### src/rtl/sram_arb_ctrl.sv
// sram_arb_ctrl: two-requester round-robin controller for one cell_array,
// with a built-in FILL sequencer that writes a captured pattern to every row.
//
// Ports:
//   clk, rst           clock, asynchronous active-high reset
//   req_valid/ready    per-requester handshake (2 bits each)
//   req_we             per-requester 1 = write, 0 = read
//   req_addr           row address, requester i at [i*AW +: AW]
//   req_wdata/wmask    write data / column enables, requester i at [i*COLS +: COLS]
//   rsp_valid          one-cycle pulse per requester, read data in rsp_data
//   rsp_data           registered read data
//   fill_start/data    start a FILL sweep with the given pattern
//   fill_busy/done     sweep in progress / one-cycle completion pulse
//   arr_*              drive and read the cell_array (it is its only driver)

module sram_arb_ctrl #(
  parameter int ROWS = 64,
  parameter int COLS = 64,
  localparam int AW = (ROWS > 1) ? $clog2(ROWS) : 1
) (
  input  logic              clk,
  input  logic              rst,
  input  logic [1:0]        req_valid,
  output logic [1:0]        req_ready,
  input  logic [1:0]        req_we,
  input  logic [2*AW-1:0]   req_addr,
  input  logic [2*COLS-1:0] req_wdata,
  input  logic [2*COLS-1:0] req_wmask,
  output logic [1:0]        rsp_valid,
  output logic [COLS-1:0]   rsp_data,
  input  logic              fill_start,
  input  logic [COLS-1:0]   fill_data,
  output logic              fill_busy,
  output logic              fill_done,
  output logic [AW-1:0]     arr_row_select,
  output logic [COLS-1:0]   arr_col_write_enable,
  output logic [COLS-1:0]   arr_col_data_in,
  input  logic [COLS-1:0]   arr_col_data_out
);

  typedef enum logic {
    IDLE,
    FILL
  } state_t;

  localparam logic [AW:0]   ROWS_W = (AW+1)'(ROWS);
  localparam logic [AW-1:0] LAST_ROW = AW'(ROWS - 1);

  state_t          state;
  logic [AW-1:0]   cnt;
  logic            last_grant;
  logic [COLS-1:0] pat;

  logic [1:0]      gnt;
  logic            sel;
  logic            g_we;
  logic [AW-1:0]   g_addr;
  logic [COLS-1:0] g_wdata;
  logic [COLS-1:0] g_wmask;
  logic            addr_ok;

  // Arbitration: fill_start pre-empts every grant; on a tie the
  // requester that did not win last time is chosen.
  always_comb begin
    gnt = 2'b00;
    if (!rst && state == IDLE && !fill_start) begin
      case (req_valid)
        2'b01:   gnt = 2'b01;
        2'b10:   gnt = 2'b10;
        2'b11:   gnt = last_grant ? 2'b01 : 2'b10;
        default: gnt = 2'b00;
      endcase
    end
  end

  assign req_ready = gnt;
  assign sel       = gnt[1];

  always_comb begin
    g_we    = sel ? req_we[1] : req_we[0];
    g_addr  = sel ? req_addr[AW +: AW] : req_addr[0 +: AW];
    g_wdata = sel ? req_wdata[COLS +: COLS]
                  : req_wdata[0 +: COLS];
    g_wmask = sel ? req_wmask[COLS +: COLS]
                  : req_wmask[0 +: COLS];
  end

  // Out-of-range rows only exist for non-power-of-2 ROWS.
  assign addr_ok = {1'b0, g_addr} < ROWS_W;

  always_comb begin
    arr_row_select       = '0;
    arr_col_write_enable = '0;
    arr_col_data_in      = '0;
    if (!rst) begin
      case (state)
        FILL: begin
          arr_row_select       = cnt;
          arr_col_write_enable = '1;
          arr_col_data_in      = pat;
        end
        default: begin
          if (|gnt) begin
            arr_row_select = g_addr;
            if (g_we) begin
              arr_col_write_enable = addr_ok ? g_wmask : '0;
              arr_col_data_in      = g_wdata;
            end
          end
        end
      endcase
    end
  end

  always_ff @(posedge clk or posedge rst) begin
    if (rst) begin
      state      <= IDLE;
      cnt        <= '0;
      last_grant <= 1'b1;
      pat        <= '0;
      rsp_valid  <= 2'b00;
      rsp_data   <= '0;
      fill_busy  <= 1'b0;
      fill_done  <= 1'b0;
    end else begin
      rsp_valid <= 2'b00;
      fill_done <= 1'b0;
      case (state)
        IDLE: begin
          if (fill_start) begin
            pat       <= fill_data;
            cnt       <= '0;
            fill_busy <= 1'b1;
            state     <= FILL;
          end else if (|gnt) begin
            last_grant <= sel;
            if (!g_we) begin
              rsp_valid <= gnt;
              rsp_data  <= addr_ok ? arr_col_data_out : '0;
            end
          end
        end
        FILL: begin
          if (cnt == LAST_ROW) begin
            cnt       <= '0;
            fill_busy <= 1'b0;
            fill_done <= 1'b1;
            state     <= IDLE;
          end else begin
            cnt <= cnt + 1'b1;
          end
        end
        default: state <= IDLE;
      endcase
    end
  end

endmodule

### config.mk
export PLATFORM = sky130hd
export DESIGN_NAME = sram_arb_ctrl
export DESIGN_NICKNAME = d
export VERILOG_FILES = /design/src/rtl/sram_arb_ctrl.sv
export SDC_FILE = /design/constraint.sdc
export NUM_CORES = 1
export LEC_CHECK = 0
export CAP_MARGIN = 20
export CORE_AREA = 2 2 237 239
export DETAILED_ROUTE_END_ITERATION = 7
export DIE_AREA = 0 0 239 241
export GPL_TIMING_DRIVEN = 0
export PLACE_DENSITY = 0.39
export SYNTH_ARGS = -nofsm -noshare
export SYNTH_HDL_FRONTEND = slang
export SYNTH_SLANG_ARGS = --single-unit
### constraint.sdc
create_clock -name clk -period 5.2 [get_ports clk]
set_input_delay 0.78 -clock clk [delete_from_list [all_inputs] [get_ports clk]]
set_output_delay 0.78 -clock clk [all_outputs]
set_load 0.05 [all_outputs]
# ---- Yosys cells after proc, flatten, opt, wreduce, memory -nomap -nowiden
# Cells that the tools add are included.
# Widths: inputs -> output; s select.
dict set report word_totals {
  reg_bits 140
  word_cells 60
  output_inout_bits 204
  inputBits 403
}
dict set report classes {
  n_addsub 1
  bitwise 3
  n_reduce_logical 9
  eq_ne 6
  muxes 33
}
# cell n
set op_table {}
lappend op_table {{$mux 64} 10}
lappend op_table {{$mux 6} 6}
lappend op_table {{$mux 2} 6}
lappend op_table {{$pmux 6 s2} 1}
lappend op_table {{$mux 1} 7}
lappend op_table {{$add 6x1->6 const B} 1}
lappend op_table {{$eq 6x6->1 const B} 1}
lappend op_table {{$pmux 2 s3} 1}
lappend op_table {{$eq 2x2->1 const B} 2}
lappend op_table {{$pmux 1 s2} 2}
lappend op_table {{$reduce_and 2->1} 2}
lappend op_table {{$reduce_and 4->1} 1}
lappend op_table {{$not 1->1} 3}
lappend op_table {{$reduce_and 3->1} 1}
lappend op_table {{$eq 2x1->1 const B} 1}
lappend op_table {{$logic_and 1x1->1} 2}
lappend op_table {{$logic_not 1->1} 2}
lappend op_table {{$ne 2x1->1 const B} 1}
lappend op_table {{$ne 2x2->1 const B} 1}
lappend op_table {{$reduce_or 2->1} 1}

# ---- Logic depth before layout (Yosys ltp)
# Gate-level depths: netlist of run 1.
dict set report logic_depth {
  depth_word 9
  depth_mapped 7
  mapped_depth_nobuf 5
}

# ---- Least setup slack after synthesis of run 1
# No wires, ideal clock.
dict set report synth_timing {
  path_type {input-to-output}
  start {in rst}
  end {out arr_col_data_in[10]}
  path_stages 5
  setup_slack_ns 1.447
  n_path_buf 1
  arrival_time_ns 2.973
  t_required_ns 4.420
  cell_sequence {or3_1 -> nor2_1 -> nand2_1 -> buf_2 -> a221oi_1}
}
dict set report synth_between {
  elab_chain_len 9
  elab_cells_between_ends 11
  cone_classes {mux: 7; reduce/logical: 4}
}
# element line
set synth_lines {}
lappend synth_lines {{start, declared} 22} ;# input logic rst,
lappend synth_lines {{$logic_not 1->1 (no line)} --}
lappend synth_lines {{$logic_and 1x1->1 (2 in series)} 66} ;# if (!rst && state == IDLE && !fill_start) begin
lappend synth_lines {{$mux 2} 66}
lappend synth_lines {{$mux 64 or $mux 1 (tied branches)} {82, 80}}
lappend synth_lines {{$mux 64} 105} ;# if (g_we) begin
lappend synth_lines {{$mux 64} 103} ;# if (|gnt) begin
lappend synth_lines {{$mux 64} 96} ;# case (state)
lappend synth_lines {{$mux 64 *} 95} ;# if (!rst) begin
lappend synth_lines {{end, declared} 37} ;# output logic [COLS-1:0] arr_col_data_in,
# Mark *: on every way between the ends. The rest lies on a longest branch, timed or not.

# ---- Worst setup path in the final report of run 1
dict set report layout_timing {
  start {in fill_start}
  end {out arr_col_write_enable[34]}
}
dict set report layout_between {
  elab_chain_len 8
  elab_cells_between_ends 10
  cone_classes {mux: 7; reduce/logical: 3}
}
# element line
set layout_lines {}
lappend layout_lines {{start, declared} 31} ;# input logic fill_start,
lappend layout_lines {{$logic_not 1->1 *} 66}
lappend layout_lines {{$logic_and 1x1->1 *} 66}
lappend layout_lines {{$mux 2 *} 66}
lappend layout_lines {{$mux 64 or $mux 1 (tied branches)} {84, 80}}
lappend layout_lines {{$mux 64} 105}
lappend layout_lines {{$mux 64 *} 103}
lappend layout_lines {{$mux 64 *} 96}
lappend layout_lines {{$mux 64 *} 95}
lappend layout_lines {{end, declared} 36} ;# output logic [COLS-1:0] arr_col_write_enable,
# Marks and branches as above.

==> impl_metrics.json, run 1 <==
{
  "seq_area_frac_synth_pct": 41.9,
  "grt_max_degree": 88,
  "crit_buf_inv": 5,
  "dp_cells": 2179,
  "fin_skew_ps": 7.05,
  "cp.arrival_ps": 4210,
  "start_util_pct": 15.3,
  "clk_path_buf_depth": 2,
  "grt_overflow": 0,
  "end_kind": "output pin",
  "final_layout_size_suffix_gt1_share_pct": 12.8,
  "synth_top_area_share_pct": 41.6,
  "synthAdderAreaFrac_pct": 0.149,
  "worstPathMaxFanout": 10,
  "ir_worst_vdd_mv": 0.243,
  "layout.nets": 1898,
  "dieWidth_um": 239,
  "required_ps": 4420,
  "syn_area_per_cell_um2": 9.64,
  "powerDensity_nw_per_um2": 324,
  "final_util_pct": 29.1,
  "fmax_mhz": 200,
  "post-cts-setup-buffer-count": 0,
  "cp_slowest_stage_delay_ps": 870,
  "core_um2": 54900,
  "synth-simple-area-share_pct": 13.6,
  "yosys-top-cells-area": "dfrtp_1 42%, nand2_1 12%, mux2_4 11%",
  "ctsHoldBuffers": 0,
  "syn_inst": 868,
  "cpLargestDelayFamily": "buffers and inverters",
  "rows": 86,
  "cts_resized": 3,
  "cpMaxStageDelayCell": "clkdlybuf4s50_1",
  "antenna_found_initial": 13,
  "clock_sinks": 140,
  "final_common_cell": "clkdlybuf4s50_1",
  "relSlewSlack_pct": 40.4,
  "finalNonFillerCells": 2216,
  "leakage_nw": 6.73,
  "fin_crit_ps": 4990,
  "fill_cells": 5900,
  "cts_tree": "done",
  "fin_crit_sh_pct": 96.0,
  "io_pins": 607,
  "drt-initial-drc-count": 279,
  "cp-start-kind": "primary input",
  "path_class": "in -> out",
  "ys_types": 38,
  "dp_hpwl_um": 42300,
  "place.port_buffers": 606,
  "viasPerCell": 4.20,
  "muxShareOfSynthArea_pct": 20.9,
  "die_h_um": 241,
  "synthToLayoutAreaGrowth_pct": 90.9,
  "synth_top_family_by_area": "multiplexers",
  "yosys_warnings": 0,
  "slew_violations": 0,
  "yosys.area.top_type": "dfrtp_1",
  "synthesis.area_um2": 8370,
  "wire_per_inst_um": 23.1,
  "postRouteAntennaNets": 0,
  "status": "completed",
  "hold_viol": 0,
  "drv_cap": 0,
  "clk_latency_ps": 450,
  "cts_inserted_buffers": 17,
  "h-tree-depth": 4,
  "vias": 9318,
  "drt_wl_total_um": 51300,
  "grt_pass1_vias": 10000,
  "track_usage_pct": 17.2,
  "cts_root_buf": "clkbuf_16",
  "ys_ff_latch": 140,
  "worst-slew-pin-transition_ps": 895,
  "worstHoldPathType": "reg -> reg",
  "cp_cell_sequence": "clkdlybuf4s50_1 > nor3_1 > nand2_1 > buf_2 > buf_2 > clkbuf_1 > nand2_1 > a31oi_1 > clkdlybuf4s50_1",
  "setup_viol": 0,
  "syn_nets": 1272,
  "final_cell_mix": "604 x clkdlybuf4s50_1, 272 x nand2_1, 139 x dfrtp_1, 65 x mux2_2",
  "firstDrtPassIters": 5,
  "synth-compound-area-share_pct": 19.0,
  "grt_pass1_wl_um": 70900,
  "rsz0062_at_grt": "no",
  "gp_congestion": 0.926,
  "cts.reportedPaths.clkPinSlew_ps": 70,
  "synthXorXnorAreaFrac_pct": 0.105,
  "die_area_um2": 57600,
  "route.detailed.drc": 0
}
[where the power goes]
group	internal [mW]	switching [mW]
Clock	0.770	0.542
Combinational	1.02	1.37
Sequential	1.33	0.144
Total	3.12	2.06
[kinds of logic after synthesis]
kind of cell	count (synthesis)
xor gates and xnor gates	1
buffers and inverters	81
DFF	140
and+or+nand+nor	295
adders and majority gates	1
AOI/OAI and AO/OA	214
muxes	136
[cell usage after synthesis (all sizes together)]
master   instances
dfrtp          139
o21ai           15
a21bo            1
dfstp            1
a211oi           1
nand2          273
nor3             1
nor2            10
inv              5
clkbuf          44
buf             32
or3              1
a221oi          64
nand3            3
mux2i            7
a21boi          65
a21oi            2
nand4            1
a31oi           64
mux2           129
nor2b            2
a2111oi          1
ha               1
nand2b           1
and3             2
or2              1
xor2             1
o22a             1
[per-layer routing]
| metal | routed length, um | share of wire [%] | track usage (%) | vias up |
|---|---|---|---|---|
| met5 | 85 | 0.17 | 0 | - |
| met4 | 1440 | 2.8 | 5.91 | 12 |
| met3 | 4340 | 8.5 | 6.06 | 61 |
| met2 | 26700 | 52 | 32.3 | 424 |
| met1 | 18700 | 37 | 17.7 | 4444 |
| li1 | - | - | - | 4377 |
[path summary, 6_finish.rpt]
kind	start	endpoint	slack, ps	depth (start not counted)
worst max-delay path	fill_start	arr_col_write_enable[34]	210	9
worst min-delay path	rsp_data[54]$_DFFE_PP0P_	rsp_data[54]$_DFFE_PP0P_	500	1
worst max register to register	state$_DFF_PP0_	pat[31]$_DFFE_PP0P_	2630	5
worst min register to register	rsp_data[54]$_DFFE_PP0P_	rsp_data[54]$_DFFE_PP0P_	500	1
max in group asynchronous	rst	rsp_data[41]$_DFFE_PP0P_	3110	4
min in group asynchronous	rst	pat[60]$_DFFE_PP0P_	1250	3
[registers in the layout, summed over array words and instances, names as in the netlist]
register	cells
last_grant	1
cnt	6
state	1
pat	64
rsp_data	64
rsp_valid	2
fill_done	1
fill_busy	1
[per-stage QoR]
| stage | setup slack [ps] | hold slack [ps] | cell area (um2) | power, mW | TNS, ps |
|---|---|---|---|---|---|
| 6_report | 209 | 497 | 16000 | 5.18 | 0 |
| 2_1_floorplan | 479 | 481 | 8370 | 2.90 | 0 |
| 3_3_place_gp | -2830 | 477 | 15300 | 3.89 | -391790 |
| 3_5_place_dp | -57.8 | 484 | 15400 | 3.91 | -90.3 |
| 4_1_cts | 6.84 | 503 | 16000 | 5.27 | 0 |
| 5_1_grt | 13.8 | 519 | 16000 | 5.45 | 0 |
[cell type report]
class                   count  area, um2  share of cell area (%)
repair buffers            607       6090                    38.2
multi-input cells         647       4490                    28.1
flip-flops and latches    140       3500                    21.9
well taps                 704        881                    5.51
clock buffers              19        443                    2.77
plain buffers              76        357                    2.23
clock inverters            13        165                    1.03
inverters                   5       26.3                   0.164
diodes                      5       12.5                  0.0783
[worst register-to-register path: cells and delay by family (launching register included)]
family	cells	cell delay, ps
mux	1	390
simple gates	1	370
buf+inv	3	1310
flops	1	390
Power figures use the tool's default switching activity.
==> run 2, diff against run 1 <==
--- a/config.mk
+++ b/config.mk
@@ -5,7 +5,8 @@
 export SDC_FILE = /design/constraint.sdc
 export NUM_CORES = 1
 export LEC_CHECK = 0
-export CAP_MARGIN = 20
+export ABC_CLOCK_PERIOD_IN_PS = 5200
+export CAP_MARGIN = 30
 export CORE_AREA = 2 2 237 239
 export DETAILED_ROUTE_END_ITERATION = 7
 export DIE_AREA = 0 0 239 241
==> impl_metrics.json, run 2 (synthesis gave the netlist of run 1 again) <==
{
  "status": "completed",
  "firstDrtPassIters": 6,
  "ir_worst_vdd_mv": 0.243,
  "final_layout_size_suffix_gt1_share_pct": 12.9,
  "hold_path.startpoint": "rsp_data[54]$_DFFE_PP0P_",
  "final_cell_mix": "604 x clkdlybuf4s50_1, 272 x nand2_1, 139 x dfrtp_1, 65 x mux2_2",
  "rsz0062_at_grt": "no",
  "drv_cap": 0,
  "fin_skew_ps": 7.09,
  "dr_wl_met3_um": 4350,
  "r2r_start": "state$_DFF_PP0_",
  "worst-slew-pin-transition_ps": 841,
  "cts_root_buf": "clkbuf_16",
  "final_common_cell": "clkdlybuf4s50_1",
  "antenna_found_initial": 13,
  "slew_violations": 0,
  "whs_ps": 497,
  "top_layer_used": "met5",
  "cts_inserted_buffers": 17,
  "dieWidth_um": 239,
  "worstHoldPathType": "reg -> reg",
  "drt-initial-drc-count": 283,
  "dp_hpwl_um": 42300,
  "clk_path_buf_depth": 2,
  "layout.nets": 1899,
  "post-cts-setup-buffer-count": 0,
  "gp_congestion": 0.926,
  "ff2ff_path_depth": 6,
  "met2_length_um": 26700,
  "postRouteAntennaNets": 0,
  "track_usage_pct": 17.2,
  "hold_viol": 0,
  "leakage_nw": 6.74,
  "cts_tree": "done",
  "viasPerCell": 4.22,
  "worstPathMaxFanout": 10,
  "grt_overflow": 0,
  "setup_viol": 0,
  "start_util_pct": 15.3,
  "cp-start-kind": "primary input",
  "cp.arrival_ps": 4240,
  "required_ps": 4420,
  "rows": 86,
  "die_h_um": 241,
  "core_um2": 54900,
  "setup-tns-final_ps": 0,
  "grt_max_degree": 88,
  "relSlewSlack_pct": 44.0,
  "fin_crit_ps": 5020,
  "die_area_um2": 57600,
  "powerDensity_nw_per_um2": 324,
  "met1Wirelength_um": 18700,
  "synthToLayoutAreaGrowth_pct": 91.0,
  "fmax_mhz": 199,
  "h-tree-depth": 4,
  "path_class": "in -> out",
  "finalNonFillerCells": 2216,
  "io_pins": 607,
  "clock_sinks": 140,
  "grt_pass1_vias": 10000,
  "crit_path_end": "arr_col_data_in[33]",
  "grt_pass1_wl_um": 70900,
  "vias": 9346,
  "clk_latency_ps": 450,
  "dp_cells": 2179,
  "end_kind": "output pin",
  "place.port_buffers": 606,
  "cts.reportedPaths.clkPinSlew_ps": 70,
  "rrSetupSlack_ps": 2870,
  "r2r_end": "pat[31]$_DFFE_PP0P_",
  "drt_wl_total_um": 51300,
  "fin_crit_sh_pct": 96.5,
  "wire_per_inst_um": 23.1,
  "reg_top3": "pat x64, rsp_data x64, cnt x6",
  "route.detailed.drc": 0,
  "worstSetupStartpoint": "rst",
  "ctsHoldBuffers": 0
}
==> run 2: changes by cell type in the layout (fill, tap and decap cells not counted), sizes merged <==
cell	change
buf	+1
diode	-1
==> run 2: repair_timing <==
action	in CTS	in global routing
gates cloned	0	0
endpoints found under the setup margin	5	1
resized for setup	3	1
==> run 2: final cells by class <==
cell class,instances,area (um2)
timing repair buffer,608,6110
buffer,76,357
clock buffer,19,443
clock inverter,13,165
multi-input combinational,647,4490
inverter,5,26.3
tap,704,881
sequential,140,3500
fill,5902,38900
antenna,4,10.0
==> run 2: worst min-delay path by stage <==
stage / end / slack [ps] / cells after the start
2_1_floorplan: pat[11]$_DFFE_PP0P_ / 480 / 1
3_3_place_gp: rsp_data[54]$_DFFE_PP0P_ / 480 / 1
3_5_place_dp: rsp_data[54]$_DFFE_PP0P_ / 480 / 1
4_1_cts: rsp_data[55]$_DFFE_PP0P_ / 500 / 1
5_1_grt: pat[11]$_DFFE_PP0P_ / 520 / 1
6_report: rsp_data[54]$_DFFE_PP0P_ / 500 / 1
==> run 2: worst max-delay path, stage by stage <==
cell             delay [ps]
clkdlybuf4s50_1         560
or3_1                   460
nor2_1                  180
nand2_1                 430
buf_2                   380
a221oi_1                490
clkdlybuf4s50_1         930
==> run 2: routing by layer <==
layer | global-route usage [%] | up-vias
li1 | - | 4379
met4 | 5.91 | 12
met2 | 32.3 | 422
met3 | 6.06 | 59
met1 | 17.7 | 4474
met5 | 0 | -
==> run 2: metrics by stage <==
step	utilization, %	power, mW	setup slack [ps]	area (um2)
finish	29.1	5.18	183	16000
global route	29.1	5.45	13.8	16000
CTS	29.1	5.27	6.84	16000
detailed placement	28.0	3.91	-57.8	15400
global placement	27.9	3.89	-2830	15300
floorplan	-	2.90	479	8370
==> run 2: where the power goes <==
part           internal [mW]  switching, mW  leakage, nW
Combinational           1.03           1.37         4.69
Sequential              1.33          0.143         1.75
Clock                  0.770          0.542        0.298
